[config.mk]
export PLATFORM = sky130hd
export DESIGN_NAME = alut_age_compare
export DESIGN_NICKNAME = d
export VERILOG_FILES = /design/src/rtl/alut_age_compare.sv
export SDC_FILE = /design/constraint.sdc
export NUM_CORES = 1
export LEC_CHECK = 0
export BUFFER_PORTS_ARGS = -buffer_cell sky130_fd_sc_hd__buf_4
export CORE_MARGIN = 1.5
export CORE_UTILIZATION = 57
export DETAILED_ROUTE_END_ITERATION = 8
export GPL_ROUTABILITY_DRIVEN = 0
export PLACE_DENSITY_LB_ADDON = 0.15
export SYNTH_ARGS = -nofsm -noshare
export SYNTH_HDL_FRONTEND = slang
export SYNTH_SLANG_ARGS = --single-unit
[constraint.sdc]
create_clock -name vclk -period 6.4
set_input_delay 0.64 -clock vclk [all_inputs]
set_output_delay 0.64 -clock vclk [all_outputs]
set_load 0.02 [all_outputs]
[src/rtl/alut_age_compare.sv]
// rtl/alut_age_compare.sv - modular timestamp delta and in-date compare
module alut_age_compare #(
  parameter int W = 32
) (
  input  logic [W-1:0] now,
  input  logic [W-1:0] stamp,
  input  logic [W-1:0] limit,
  output logic         in_date
);

  logic [W-1:0] delta;

  // Unsigned wrap-around subtraction makes timer rollover harmless
  always_comb begin
    delta   = now - stamp;
    in_date = (delta <= limit);
  end

endmodule

==> reports/results.txt <==
Layout area overhead -> 29.3%
GRT Overall Usage -> 25.2%
hold_buf cts -> 0
synth unique cells -> 49
setup total negative slack -> 0 ps
via count -> 2978
outcome -> finished clean
row count -> 24
post-DP HPWL -> 5.85 mm
ANT cells -> 0
sequential element share of the synthesized area -> 0%
Register Area -> 0 um^2
max-cap viol count -> 0
die height -> 71.2 um
syn_area_per_cell -> 6.97 um^2
CP Launch Point -> now[7]
residual DRC count -> 0
RSZ-0062 raised after global routing -> false
largest net degree at the start of global routing -> 9
Worst-Margin Slew -> 443 ps
Critical Path RT -> 5760 ps
Max Fclk -> 207 MHz
antenna violations before repair -> 0
leak pwr -> 1.95 nW
critical path's slowest cell -> nor4_1
period utilization -> 75.5%
Power Total -> 0.355 mW
PD cells -> 104 nW/um^2
WP data arrival -> 4190 ps
Layout Nets -> 634
global-route wire length before repair -> 11.0 mm
Cell Area, Placed -> 3420 um^2
Syn Nets -> 540
largest area contributor in the netlist -> ha_1
Critical Path End Type -> primary output
crit path capture -> in_date
Hold/Removal Path Class -> primary input to primary output
Top Family by Delay on Critical Path -> compound AO/OA/AOI/OAI gates
total die area -> 5060 um^2
Yosys top cell area share -> 29.8%
Slew HR -> 70.1%
Setup-failing EPs final -> 0
Post-CTS Setup Bufs -> 0
WL final -> 6.63 mm
seq_cells -> 0
critical path depth -> 15
top post-synthesis cells by count -> inv_1 (76), ha_1 (63), a21oi_1 (33)
post-route cell area -> 3420 um^2
post-CTS sizing -> 0
DR pass1 iterations -> 4
CP peak stage delay -> 450 ps
Clock Buffer Count -> 0
initial core utilization -> 60.0%
1st-iter DRT viols -> 112
Placed Cells -> 524
Syn. warnings -> 0
endpoints failing hold -> 0
Finished Layout Cells -> 524
Congestion Overflow GR -> 0
post-layout minimum cycle time -> 4830 ps
Boundary Pins -> 97
synthesized area -> 2650 um^2
fin. max-slew vios -> 0
crit path buf inv count -> 2
Filler cells -> 350
CP max FO -> 5
Critical Path Start Type -> primary input
WL per Instance -> 12.7 um
synth top area cells -> ha_1 (30%), inv_1 (11%), a21o_1 (6.2%)
CP Cell Sequence -> buf_4 > ha_1 > a21o_1 > a41o_2 > a221oi_4 > nand2_1 > a31oi_2 > o221ai_1 > xnor2_1 > ha_1 > nand4_1 > nor4_1 > o21ai_0 > a32o_1 > buf_4
I/O Buffers -> 97
most instantiated library cell after synthesis -> inv_1
Mapped Cells -> 380
worst IR drop on VDD -> 54.3 uV
drt via density -> 5.68
Antenna Nets Post-Route -> 0
die width -> 71.2 um
multi-input logic area -> 2340 um^2
fraction of layout cells with a size suffix above 1 -> 23.5%
number of global-route vias before repair -> 2748
CP Class -> primary input to primary output
core region area -> 4410 um^2
worst min path at each step:
stage	slack, ps	cells past startpoint	from	endpoint
5_1_grt	2060	6	limit[0]	in_date
3_5_place_dp	2030	6	limit[0]	in_date
2_1_floorplan	1830	4	limit[0]	in_date
4_1_cts	2040	6	limit[0]	in_date
3_3_place_gp	2040	6	limit[0]	in_date
6_report	2030	6	limit[0]	in_date
stage by stage:
step / worst slack [ps] / utilization (%) / hold WS, ps
4_1_cts: 1630 / 77.5 / 2040
5_1_grt: 1450 / 77.5 / 2060
3_3_place_gp: 1680 / 77.5 / 2040
2_1_floorplan: 2210 / - / 1830
6_report: 1570 / 77.5 / 2030
3_5_place_dp: 1640 / 77.5 / 2030
worst min-delay path: cells and delay by family:
family | cells | cell delay (ps)
compound gates | 1 | 210
fa+ha+maj | 1 | 110
simple gates | 2 | 210
buf+inv | 2 | 230
per-layer routing:
layer	vias up	GRT usage, %	part of all wire, %	routed length (um)
met3	14	1.14	5.9	392
met2	126	47.4	50	3310
met5	-	0	0	0
met4	0	7.13	2.1	139
li1	1540	-	-	-
met1	1298	30.6	42	2790
layout make-up:
| cell class | instances | share of cell area [%] |
|---|---|---|
| repair buffers | 97 | 21.3 |
| well taps | 52 | 1.90 |
| inverters | 76 | 8.34 |
| multi-input cells | 299 | 68.5 |
power by group:
| part | switching (mW) | internal (mW) | total, mW |
|---|---|---|---|
| Sequential | 0 | 0 | 0 |
| Clock | 0 | 0 | 0 |
| Combinational | 0.181 | 0.174 | 0.355 |
| Total | 0.181 | 0.174 | 0.355 |
logic make-up after synthesis:
logic type / share of synthesized area, %
fa+ha+maj: 30.5
buf+inv: 11.5
simple gates: 16.3
xor+xnor: 8.60
compound gates: 33.1
placed cells by master, fill, tap and decap left out, types with 3 or more instances in the layout:
cell,count
ha_1,63
o2111ai_1,3
xor2_1,8
nand4_1,13
o21ai_0,18
nor2_1,24
a31oi_1,3
xnor2_1,18
buf_4,97
o21bai_1,4
a21o_1,22
o21a_1,8
inv_1,76
a21oi_1,33
nand3_1,7
nand2_1,25
o31a_1,3
nor3_1,4
nor2b_1,5
No activity file was read; power rests on OpenSTA's default activity.
